File: src/rtl/program_loader.sv
// rtl/program_loader.sv - boot-time byte-stream loader into instruction memory
// Optional trailing checksum byte enabled by defining LOADER_CHECKSUM_EN.
module program_loader #(
    parameter int unsigned IMEM_DEPTH_WORDS = 256,
    parameter logic [31:0] BASE_ADDR        = 32'h0000_0000,
    parameter int unsigned TIMEOUT_CYCLES   = 1000000
) (
    input  logic        clk,
    input  logic        reset,
    input  logic        in_valid,
    input  logic [7:0]  in_data,
    output logic        in_ready,
    output logic        imem_we,
    output logic [31:0] imem_addr,
    output logic [31:0] imem_wdata,
    output logic        cpu_reset,
    output logic        done,
    output logic        error
);

    localparam int unsigned        IDLE_W    = $clog2(TIMEOUT_CYCLES + 1);
    localparam logic [IDLE_W-1:0]  IDLE_LAST = IDLE_W'(TIMEOUT_CYCLES - 1);
    localparam logic [31:0]        DEPTH     = 32'(IMEM_DEPTH_WORDS);

`ifdef LOADER_CHECKSUM_EN
    typedef enum logic [2:0] {S_LEN, S_DATA, S_CSUM, S_DONE, S_ERR} state_t;
    localparam state_t S_TAIL = S_CSUM;
`else
    typedef enum logic [2:0] {S_LEN, S_DATA, S_DONE, S_ERR} state_t;
    localparam state_t S_TAIL = S_DONE;
`endif

    state_t             state_q, state_d;
    logic               hdr_seen_q, hdr_seen_d;
    logic [15:0]        n_q, n_d;
    logic [15:0]        idx_q, idx_d;
    logic [1:0]         lane_q, lane_d;
    logic [23:0]        word_q, word_d;
    logic [IDLE_W-1:0]  idle_q, idle_d;
    logic               we_q, we_d;
    logic [31:0]        addr_q, addr_d;
    logic [31:0]        wdata_q, wdata_d;
`ifdef LOADER_CHECKSUM_EN
    logic [7:0]         csum_q, csum_d;
`endif

    logic        accept;
    logic        counting;
    logic [15:0] n_full;

    always_comb begin
        in_ready = (state_q == S_LEN) || (state_q == S_DATA)
`ifdef LOADER_CHECKSUM_EN
                   || (state_q == S_CSUM)
`endif
                   ;
    end

    assign accept   = in_valid && in_ready;
    // The idle timer is armed only once the first header byte has arrived.
    assign counting = in_ready && ((state_q != S_LEN) || hdr_seen_q);
    assign n_full   = {in_data, n_q[7:0]};

    always_comb begin
        state_d    = state_q;
        hdr_seen_d = hdr_seen_q;
        n_d        = n_q;
        idx_d      = idx_q;
        lane_d     = lane_q;
        word_d     = word_q;
        idle_d     = idle_q;
        we_d       = 1'b0;
        addr_d     = addr_q;
        wdata_d    = wdata_q;
`ifdef LOADER_CHECKSUM_EN
        csum_d     = csum_q;
        if (accept) csum_d = csum_q ^ in_data;
`endif
        if (accept)        idle_d = '0;
        else if (counting) idle_d = idle_q + 1'b1;

        case (state_q)
            S_LEN: begin
                if (accept) begin
                    if (!hdr_seen_q) begin
                        hdr_seen_d = 1'b1;
                        n_d        = {8'h00, in_data};
                    end else begin
                        n_d = n_full;
                        if (n_full == 16'd0)               state_d = S_TAIL;
                        else if ({16'd0, n_full} > DEPTH)  state_d = S_ERR;
                        else                               state_d = S_DATA;
                    end
                end
            end
            S_DATA: begin
                if (accept) begin
                    lane_d = lane_q + 2'd1;
                    case (lane_q)
                        2'd0: word_d[7:0]   = in_data;
                        2'd1: word_d[15:8]  = in_data;
                        2'd2: word_d[23:16] = in_data;
                        default: begin
                            we_d    = 1'b1;
                            addr_d  = BASE_ADDR + {14'd0, idx_q, 2'b00};
                            wdata_d = {in_data, word_q};
                            idx_d   = idx_q + 16'd1;
                            if (idx_q == n_q - 16'd1) state_d = S_TAIL;
                        end
                    endcase
                end
            end
`ifdef LOADER_CHECKSUM_EN
            S_CSUM: begin
                if (accept) state_d = (in_data == csum_q) ? S_DONE : S_ERR;
            end
`endif
            default: ;
        endcase

        // An accepted byte on the same cycle always beats the timeout.
        if (!accept && counting && (idle_q == IDLE_LAST)) state_d = S_ERR;
    end

    always_ff @(posedge clk) begin
        if (reset) begin
            state_q    <= S_LEN;
            hdr_seen_q <= 1'b0;
            n_q        <= '0;
            idx_q      <= '0;
            lane_q     <= '0;
            word_q     <= '0;
            idle_q     <= '0;
            we_q       <= 1'b0;
            addr_q     <= BASE_ADDR;
            wdata_q    <= '0;
`ifdef LOADER_CHECKSUM_EN
            csum_q     <= '0;
`endif
        end else begin
            state_q    <= state_d;
            hdr_seen_q <= hdr_seen_d;
            n_q        <= n_d;
            idx_q      <= idx_d;
            lane_q     <= lane_d;
            word_q     <= word_d;
            idle_q     <= idle_d;
            we_q       <= we_d;
            addr_q     <= addr_d;
            wdata_q    <= wdata_d;
`ifdef LOADER_CHECKSUM_EN
            csum_q     <= csum_d;
`endif
        end
    end

    assign imem_we    = we_q;
    assign imem_addr  = addr_q;
    assign imem_wdata = wdata_q;
    assign done       = (state_q == S_DONE);
    assign error      = (state_q == S_ERR);
    assign cpu_reset  = (state_q != S_DONE);

endmodule

File: config.mk
export PLATFORM = sky130hd
export DESIGN_NAME = program_loader
export DESIGN_NICKNAME = d
export VERILOG_FILES = /design/src/rtl/program_loader.sv
export SDC_FILE = /design/constraint.sdc
export NUM_CORES = 1
export LEC_CHECK = 0
export BUFFER_PORTS_ARGS = -buffer_cell sky130_fd_sc_hd__buf_2
export CORE_UTILIZATION = 40
export CTS_CLUSTER_SIZE = 10
export DETAILED_ROUTE_END_ITERATION = 12
export HOLD_SLACK_MARGIN = 0.02
export PLACE_DENSITY = 0.7
export SYNTH_ARGS = -nofsm -noshare
export SYNTH_HDL_FRONTEND = slang
export SYNTH_SLANG_ARGS = --single-unit
File: constraint.sdc
create_clock -name clk -period 3.79 [get_ports clk]
set_clock_uncertainty 0.2 [all_clocks]
set_input_delay 0.379 -clock clk [delete_from_list [all_inputs] [get_ports clk]]
set_output_delay 0.379 -clock clk [all_outputs]
set_load 0.02 [all_outputs]
==> out/summary.txt <==
================================================================================
CTS tree                                                                   built
Number of endpoints with negative hold slack in the final report               0
Final core area utilization                                               47.82%
Total clock sinks                                                            130
Final non-filler cell area                                            6715 sq um
Largest vdd supply drop                                                0.2581 mV
Antenna violations before repair                                               0
Setup repair after global routing missed its margin                           no
Fraction of power spent switching nets                                    25.84%
Total via count after detailed routing                                      4986
Avg WL per Cell                                                         13.67 um
Fraction of power consumed by the clock network                            47.0%
Worst path slowest cell                                             sky130_fd_sc_hd__ha_1
Die width                                                               122.5 um
Hold Path Depth                                                                3
Die height                                                              122.5 um
Count of fill cells added during filler insertion                           1380
Slack of the worst reg-to-reg path                                        600 ps
Share of synthesized flip-flops with an asynchronous set or reset             0%
Largest area contributor in the synthesized netlist                 sky130_fd_sc_hd__dfxtp_1
Cell leakage power                                                      2.522 nW
Post-synth EDFFs                                                               0
CP Max Fanout                                                                 15
Synthesized netlist cell count                                               740
Worst-skew pair later-pin latency                                         410 ps
Worst slew margin relative to its limit                                   31.75%
Number of nets with antenna violations after detailed routing                  0
Root Buffer                                                         sky130_fd_sc_hd__clkbuf_16
Length in cells of the worst reg-to-reg path                                   9
Layout cell share with drive strength beyond 1                            13.42%
Maximum number of pins on one net before global-route repair                  71
Cell-internal power                                                     2.533 mW
Number of rows created at floorplan                                           43
DRC violation count after routing                                              0
Most common flop cell mapped by yosys                               sky130_fd_sc_hd__dfxtp_1
Combinational power share                                                  10.9%
Clock-pin slew on the worst setup and hold paths                           60 ps
H-tree level count                                                             4
Reg2Reg Capture Point                                                 state_q[0]
Initial core utilization                                                  41.34%
Resize count post-CTS                                                          0
Worst hold start                                                      in_data[5]
Wire length of the first global-routing pass                            21850 um
Netlist cell types                                                            53
Run status                                                          finished clean
Setup Crit Path Kind                                                register to register
Crit Reg-Reg Startpoint                                                   n_q[0]
Critical path data arrival time                                          3260 ps
Post-Synth XOR/XNOR Area                                                  6.487%
Synthesis Warnings                                                             0
Number of slew-limit violations in the final report                            0
Drt initial violations                                                       279
Number of buffers inserted by port buffering                                  63
Combinational family with the most area after synthesis             simple AND/OR/NAND/NOR gates
Sum of routed wire length over all layers                               13260 um
Dominant cells by area after synthesis                              sky130_fd_sc_hd__dfxtp_1 (45%), sky130_fd_sc_hd__nand2_1 (12%), sky130_fd_sc_hd__a21oi_1 (8.4%)
Inserted Clock Buffers                                                        17
Number of buffers inserted to repair setup after CTS                           0
Critical path's largest stage delay                                       450 ps
Number of ports placed on the die boundary                                    80
WP data required                                                         3860 ps
Tcrit/Tclk final                                                          84.05%
Half-perimeter wire length after placement                               8745 um
Total negative slack                                                        0 ps
Area fraction of the dominant cell type after synthesis                   44.83%
Proportion of synthesized area in mux cells                              0.6897%
Highest clock frequency the design can meet                            313.9 MHz
Portion of the post-synthesis area used by sequential elements            44.83%
Simple-gate share of the synthesized area                                 27.93%
Core area                                                            14040 sq um
Post-Syn Area                                                         5806 sq um
Type of the worst min-delay path                                    input pin to register
Destination of the worst hold path                                    word_q[13]
Via count of the first global-routing pass                                  4475
Pre-antenna DRT Iters                                                          5
Vias per std cell                                                          5.140
Time the final worst path needs with I/O delays and setup                3186 ps
Area fraction in compound gates after synthesis                           12.39%
Final number of setup-violating endpoints                                      0
Area Growth Syn to Fin                                                    15.67%
Seq pwr share                                                              42.1%
Max-cap viol count                                                             0
Post-Synth Adder-Cell Area                                                1.509%
Maximum buffer depth of the clock tree                                         2
Cell area power density                                             508.7 nW/um^2
Total gr overflow                                                              0
Overall die area                                                     15000 sq um
CP Launch Type                                                          register
N_diodes                                                                       0
Total track usage                                                         18.61%
Number of hold-repair buffers added at the cts stage                           0
Slew at the pin closest to its max-slew limit                            1020 ps
Gp weighted congestion                                                    0.8500
Net switching power                                                    0.8828 mW
Cells along the critical path                                       inv_1 -> ha_1 -> or3b_1 -> or4_1 -> a211o_1 -> a22o_1 -> nor4b_4 -> o21ai_0 -> nor3b_2
Nets                                                                         795
Placed Instance Area                                                  6126 sq um
Mapped Avg Cell Area                                                 7.845 sq um
Count of state elements after synthesis                                      130
Critical path capture point type                                        register
================================================================================
-- synth_stat cells (4+ instances only) --
library cell	count
sky130_fd_sc_hd__nor3_1	13
sky130_fd_sc_hd__or4_1	6
sky130_fd_sc_hd__nor2b_1	5
sky130_fd_sc_hd__nor2_1	45
sky130_fd_sc_hd__buf_4	16
sky130_fd_sc_hd__nor4_1	7
sky130_fd_sc_hd__inv_1	13
sky130_fd_sc_hd__or2_2	4
sky130_fd_sc_hd__nand4_1	17
sky130_fd_sc_hd__nand3_1	19
sky130_fd_sc_hd__a21oi_1	98
sky130_fd_sc_hd__nand2b_1	6
sky130_fd_sc_hd__ha_1	7
sky130_fd_sc_hd__xor2_1	27
sky130_fd_sc_hd__a211oi_1	4
sky130_fd_sc_hd__and3_1	9
sky130_fd_sc_hd__xnor2_1	16
sky130_fd_sc_hd__dfxtp_1	130
sky130_fd_sc_hd__clkbuf_1	43
sky130_fd_sc_hd__or3_1	6
sky130_fd_sc_hd__mux2i_1	4
sky130_fd_sc_hd__nand2_1	192
sky130_fd_sc_hd__o21ai_0	9
sky130_fd_sc_hd__and2_1	4
-- placed cells by master, fill, tap and decap left out, drive strengths merged, types with 13 or more instances in the layout --
| master | instances |
|---|---|
| buf | 66 |
| dfxtp | 130 |
| xnor2 | 16 |
| nor3 | 13 |
| xor2 | 27 |
| a21oi | 98 |
| nand4 | 17 |
| clkbuf | 20 |
| nand2 | 192 |
| nand3 | 19 |
| nor2 | 45 |
| inv | 14 |
| conb | 16 |
-- worst max-delay path by stage --
stage	from	endpoint	slack [ps]	cells past startpoint
after floorplan	n_q[3]	state_q[0]	980	9
after global placement	n_q[0]	state_q[0]	700	9
after detailed placement	n_q[0]	state_q[0]	650	9
after CTS	n_q[0]	state_q[0]	630	9
after global routing	n_q[0]	state_q[0]	420	9
final	n_q[0]	state_q[0]	600	9
-- power groups by stage --
stage / clock network [mW] / logic (mW) / registers [mW]
after floorplan: 0 / 0.318 / 1.44
after global placement: 0 / 0.367 / 1.47
after detailed placement: 0 / 0.367 / 1.47
after CTS: 1.63 / 0.370 / 1.44
after global routing: 1.69 / 0.416 / 1.44
final: 1.60 / 0.374 / 1.44
-- flip-flops by register name (all words and copies together) (netlist names), 2 cells and up --
name / cells
n_q: 16
state_q: 2
imem_addr: 16
idx_q: 16
lane_q: 2
imem_wdata: 32
word_q: 24
idle_q: 20
-- layer usage --
metal	track usage, %	wire length, um
met1	24.89	6314
met5	0	0
met3	4.926	604
met2	28.58	6169
met4	6.936	174
-- area by class of cell --
type / instances / area [sq um] / area share [%]
Clock inverter: 12 / 132.6 / 1.975
Clock buffer: 20 / 456.7 / 6.801
Tap cell: 180 / 225.2 / 3.354
Multi-Input combinational cell: 549 / 2909 / 43.32
Sequential cell: 130 / 2603 / 38.76
Timing Repair Buffer: 66 / 340.3 / 5.068
Inverter: 13 / 48.80 / 0.7267
-- worst max-delay path: cells and delay by family, from the launching register on --
family	cells	cell delay, ps
flops	1	380
buf+inv	1	90
compound gates	3	620
fa+ha+maj	1	450
simple gates	4	1310
-- through the flow --
| step | worst slack (ps) | total power, mW | cells | hold slack [ps] |
|---|---|---|---|---|
| after global routing | 423.8 | 3.551 | 970 | 95.06 |
| after CTS | 634.1 | 3.436 | 970 | 78.16 |
| after floorplan | 984.9 | 1.763 | 755 | 232.1 |
| after detailed placement | 646.8 | 1.834 | 938 | 243.7 |
| final | 604.4 | 3.416 | 970 | 96.17 |
| after global placement | 698.7 | 1.833 | 938 | 240.1 |
-- logic make-up (layout without fill, tap and decap cells) --
logic type	Yosys count	in the layout
AO/OA/AOI/OAI	130	130
XOR/XNOR	43	43
adder cells (fa/ha/maj)	7	7
buffers and inverters	76	111
flip-flops	130	130
multiplexers	4	4
other	1	16
AND/OR/NAND/NOR	349	349
Note: power is estimated with default switching activity, not from simulation.
